[config.mk]
export PLATFORM = sky130hd
export DESIGN_NAME = stats_reporter
export DESIGN_NICKNAME = d
export VERILOG_FILES = /design/src/rtl/stats_pkg.sv /design/src/rtl/stats_byte_sel.sv /design/src/rtl/stats_reporter.sv
export SDC_FILE = /design/constraint.sdc
export NUM_CORES = 1
export LEC_CHECK = 0
export BUFFER_PORTS_ARGS = -buffer_cell sky130_fd_sc_hd__buf_2
export CAP_MARGIN = 0
export CORE_MARGIN = 4
export CORE_UTILIZATION = 60
export DETAILED_ROUTE_END_ITERATION = 7
export PLACE_DENSITY = 0.79
export SLEW_MARGIN = 0
export SYNTH_ARGS = -nofsm -noshare
export SYNTH_HDL_FRONTEND = slang
export SYNTH_SLANG_ARGS = --single-unit
[constraint.sdc]
create_clock -name Clk -period 10.1 [get_ports Clk]
set_clock_uncertainty 0.2 [all_clocks]
set_input_delay 0.505 -clock Clk [delete_from_list [all_inputs] [get_ports Clk]]
set_output_delay 0.505 -clock Clk [all_outputs]
set_load 0.01 [all_outputs]
[src/rtl/stats_pkg.sv]
// Shared constants, FSM state type and byte-index type for the statistics report framer.
package stats_pkg;
    localparam logic [7:0] HEADER    = 8'hA5;
    localparam int         FRAME_LEN = 8;
    localparam int         IDX_W     = $clog2(FRAME_LEN);
    localparam int         SNAP_W    = 16;

    typedef enum logic [1:0] {IDLE, SEND, DONE} state_t;
    typedef logic [IDX_W-1:0] idx_t;
endpackage

[src/rtl/stats_byte_sel.sv]
// Combinational frame byte selector: maps a captured snapshot and byte index to the frame byte.
module stats_byte_sel
    import stats_pkg::*;
#(
    parameter logic [7:0] HEADER_BYTE = stats_pkg::HEADER
) (
    input  logic [SNAP_W-1:0] cp,
    input  logic [SNAP_W-1:0] tb,
    input  idx_t              idx,
    output logic [7:0]        frame_byte
);

    logic [SNAP_W-1:0] miss;
    logic [7:0]        csum;

    // Miss count wraps modulo 2^16 when CP exceeds TB; the checksum is a plain byte sum.
    always_comb begin
        miss = tb - cp;
        csum = HEADER_BYTE + cp[15:8] + cp[7:0] + tb[15:8] + tb[7:0]
             + miss[15:8] + miss[7:0];
    end

    always_comb begin
        frame_byte = 8'h00;
        case (idx)
            3'd0:    frame_byte = HEADER_BYTE;
            3'd1:    frame_byte = cp[15:8];
            3'd2:    frame_byte = cp[7:0];
            3'd3:    frame_byte = tb[15:8];
            3'd4:    frame_byte = tb[7:0];
            3'd5:    frame_byte = miss[15:8];
            3'd6:    frame_byte = miss[7:0];
            3'd7:    frame_byte = csum;
            default: frame_byte = 8'h00;
        endcase
    end

endmodule

[src/rtl/stats_reporter.sv]
// Sends an 8-byte valid/ready frame carrying a snapshot of the branch-prediction counters on request.
module stats_reporter #(
    parameter int         TRAINING_DATA_SIZE     = 65536,
    parameter int         INSTRUCTION_INDEX_SIZE = $clog2(TRAINING_DATA_SIZE),
    parameter logic [7:0] HEADER                 = stats_pkg::HEADER
) (
    input  logic                              Clk,
    input  logic                              reset,
    input  logic [INSTRUCTION_INDEX_SIZE-1:0] CorrectlyPredicted,
    input  logic [INSTRUCTION_INDEX_SIZE-1:0] TotalBranches,
    input  logic                              report_req,
    output logic [7:0]                        tx_data,
    output logic                              tx_valid,
    input  logic                              tx_ready,
    output logic                              busy,
    output logic                              done
);
    import stats_pkg::*;

    if (INSTRUCTION_INDEX_SIZE > SNAP_W) begin : g_width_check
        $error("INSTRUCTION_INDEX_SIZE must not exceed 16");
    end

    state_t            state;
    state_t            state_next;
    idx_t              idx;
    logic [SNAP_W-1:0] snap_cp;
    logic [SNAP_W-1:0] snap_tb;
    logic [7:0]        sel_byte;

    stats_byte_sel #(
        .HEADER_BYTE (HEADER)
    ) u_byte_sel (
        .cp         (snap_cp),
        .tb         (snap_tb),
        .idx        (idx),
        .frame_byte (sel_byte)
    );

    always_comb begin
        state_next = state;
        tx_valid   = 1'b0;
        busy       = 1'b0;
        done       = 1'b0;
        case (state)
            IDLE: begin
                if (report_req) state_next = SEND;
            end
            SEND: begin
                tx_valid = 1'b1;
                busy     = 1'b1;
                if (tx_ready && idx == idx_t'(FRAME_LEN - 1)) state_next = DONE;
            end
            DONE: begin
                done       = 1'b1;
                state_next = IDLE;
            end
            default: state_next = IDLE;
        endcase
        // Snapshot and index only move on transfers, so the byte holds across stalls.
        tx_data = tx_valid ? sel_byte : 8'h00;
    end

    always_ff @(posedge Clk) begin
        if (!reset) begin
            state   <= IDLE;
            idx     <= '0;
            snap_cp <= '0;
            snap_tb <= '0;
        end else begin
            state <= state_next;
            if (state == IDLE && report_req) begin
                snap_cp <= SNAP_W'(CorrectlyPredicted);
                snap_tb <= SNAP_W'(TotalBranches);
                idx     <= '0;
            end else if (state == SEND && tx_ready) begin
                idx <= idx + 1'b1;
            end
        end
    end

endmodule
==> flow_summary.yaml <==
sta:
  period_share_pct: 67.18
  post-route-min-period_ns: 6.785
  drv_slew: 0
  fmaxAchievable_mhz: 147.4
  finalHoldViolations: 0
  tightest_slew_ns: 1.102
  rsz0062_at_grt: "no"
  finalSetupTns_ns: 0
  holdWs_ns: 0.2646
  setup_viol: 0
  maxSlewHeadroom_pct: 26.51
finish:
  syn2layout_area_growth_pct: 8.975
  seqCellArea_um2: 740.7
  final_cells: 573
  fillers: 514
  diodes: 0
  finalNetCount: 593
  multi_input_area_um2: 2676
  post-route-util_pct: 68.11
  drive_gt1_share_pct: 12.45
die:
  fp.dieH_um: 86.77
  row_count: 28
  die_x_um: 86.77
  core_um2: 5956
  die-area_um2: 7528
  start_util_pct: 62.50
  io_pins: 47
global_routing:
  grt_pass1_wl_mm: 15.42
  first_global_vias: 3243
  grt_max_degree: 36
  grt_overflow: 0
  antenna_found_initial: 0
  track_usage_pct: 26.02
min_path:
  hold_class: "primary input to flop"
drt:
  vias: 3321
  drt_wl_total_mm: 9.215
  drc_errors: 0
  via_per_inst: 5.796
  drt_first_pass_iters: 5
  routedWlPerCell_um: 16.08
  ant_nets: 0
  drtIter0Drc: 302
worst_setup_path:
  cp-end-kind: "output port"
  cp_num_buf_inv: 6
  critPathTopFamily: "adder cells"
  start_kind: "flop"
  crit_type: "flop to output port"
  slowest_stage: "fa_1"
  arrival_ns: 6.08
  cp.required_ns: 9.40
  cpPeakStageDelay_ns: 0.49
  cp_max_fo: 5
synth:
  synth_warnings: 0
  yosys.area.top_type: "dfxtp_1"
  syn_area_um2: 3722
  synth.net_count: 558
  syn_area_per_cell_um2: 8.057
  syn_inst: 462
  ys_top_cells_by_area: "dfxtp_1 20%, fa_1 13%, ha_1 12%"
  synthArstFlopShare_pct: 0
  synth_most_common_cell: "nand2_1"
  synthFlopType: "dfxtp_1"
  synth_common_cells: "87 x nand2_1, 62 x inv_1, 37 x dfxtp_1"
  synth-seq-cells: 37
  ys_seq_area_share_pct: 19.90
  yosysUniqueCellTypes: 63
  synth_edf_count: 0
  synth_top_area_share_pct: 19.90
place:
  dp.cells: 565
  numPortBuffers: 46
  dp.final_hpwl_mm: 7.517
  gp_congestion: 0.9813
clock_tree:
  clockBufferDepth: 2
  clkSinkCount: 37
  postCtsSetupBuffers: 0
  cts-root-buf: "clkbuf_8"
  holdBufCountCts: 0
  cts_tree: "done"
  numCtsBuffers: 5
  clkTransAtPathRegs_ns: 0.07
  htreeDepth: 2
  post_cts_resized: 0
  clkLatencyLatePin_ns: 0.28
pwr:
  ir_worst_vdd_mv: 0.2658
  power_density_nw_per_um2: 223.3
  power_leakage_nw: 1.816
run:
  max-cap-violations: 0
outcome:
  status: "finished, final reports clean"
-- through the flow --
step                setup WS [ns]  instance area (um2)  total power [mW]
floorplan                   4.032                 3722            0.6682
global placement            3.790                 3974            0.7803
finish                      3.315                 4056            0.9058
CTS                         3.310                 4056            0.9089
global route                2.927                 4056             1.010
detailed placement          3.628                 3974            0.8075
-- flip-flops by register name (all words and copies together) (netlist names) --
name,flops
snap_tb,16
state,2
idx,3
snap_cp,16
-- final timing paths --
path	from	endpoint	slack [ns]	cells past startpoint
hold reg to reg	snap_cp[2]$_SDFFE_PN0P_	snap_cp[2]$_SDFFE_PN0P_	0.29	2
hold / removal	TotalBranches[14]	snap_tb[14]$_SDFFE_PN0P_	0.26	3
setup / recovery	snap_cp[0]$_SDFFE_PN0P_	tx_data[7]	3.31	26
setup reg to reg	idx[2]$_SDFFE_PP0P_	state[0]$_SDFFE_PN0P_	7.91	3
-- power by group --
part | internal (mW) | leakage, nW | switching (mW)
registers | 0.154 | 0.303 | 0.0119
clock network | 0.0478 | 0.0450 | 0.0498
logic | 0.294 | 1.47 | 0.348
total | 0.496 | 1.82 | 0.410
-- layer usage --
metal | GRT usage, % | wire, um | up-vias
li1 | - | - | 1626
met1 | 38.01 | 4293 | 1552
met2 | 40.89 | 4126 | 132
met3 | 3.802 | 655 | 11
met4 | 5.666 | 140 | 0
met5 | 0 | 0 | -
-- worst register-to-register path, delay by kind of cell, from the launching register on --
kind / cells / cell delay [ns]
AO/OA/AOI/OAI: 2 / 0.33
adder cells (fa/ha/maj): 1 / 0.64
flip-flops: 1 / 0.91
-- cell usage in the layout (no fill, tap or decap), types with 2 or more instances in the layout --
| master | synthesis | final |
|---|---|---|
| a221oi_1 | 3 | 3 |
| a211o_1 | 2 | 2 |
| clkinv_2 | 0 | 2 |
| o22ai_1 | 2 | 2 |
| clkbuf_8 | 0 | 5 |
| a221o_1 | 2 | 2 |
| ha_1 | 35 | 35 |
| a32o_1 | 2 | 2 |
| xnor2_1 | 17 | 17 |
| nand4_1 | 2 | 2 |
| and2_1 | 3 | 3 |
| or3_1 | 2 | 2 |
| a32oi_1 | 2 | 2 |
| nand3_1 | 9 | 9 |
| nand2b_1 | 9 | 9 |
| o211ai_1 | 2 | 2 |
| a21o_1 | 5 | 5 |
| nor3_1 | 3 | 3 |
| o21ai_1 | 2 | 2 |
| a22oi_1 | 3 | 3 |
| dfxtp_1 | 37 | 37 |
| o21a_1 | 2 | 2 |
| nand2_1 | 87 | 87 |
| a211oi_1 | 4 | 4 |
| a222oi_1 | 2 | 2 |
| o21ai_0 | 15 | 15 |
| fa_1 | 25 | 25 |
| o31ai_1 | 3 | 3 |
| xor2_1 | 7 | 7 |
| a21boi_0 | 32 | 32 |
| buf_2 | 1 | 46 |
| nor2b_1 | 2 | 2 |
| a22o_1 | 2 | 2 |
| a311oi_1 | 2 | 2 |
| a21oi_2 | 2 | 2 |
| nor2_1 | 16 | 16 |
| a21oi_1 | 15 | 15 |
| inv_1 | 62 | 62 |
-- cell type report --
cell class	count	area share (%)
timing repair buffer	46	5.676
sequential	37	18.26
inverter	62	5.737
clock inverter	2	0.2468
clock buffer	6	1.789
multi-input combinational	345	65.98
tap	75	2.313
-- logic make-up after synthesis --
group	synth area share [%]
XOR/XNOR	5.647
buffers and inverters	8.202
AND/OR/NAND/NOR	16.94
adder cells (fa/ha/maj)	25.21
multiplexers	0.5714
AO/OA/AOI/OAI	23.53
flip-flops	19.90
Note: power is estimated with default switching activity, not from simulation.
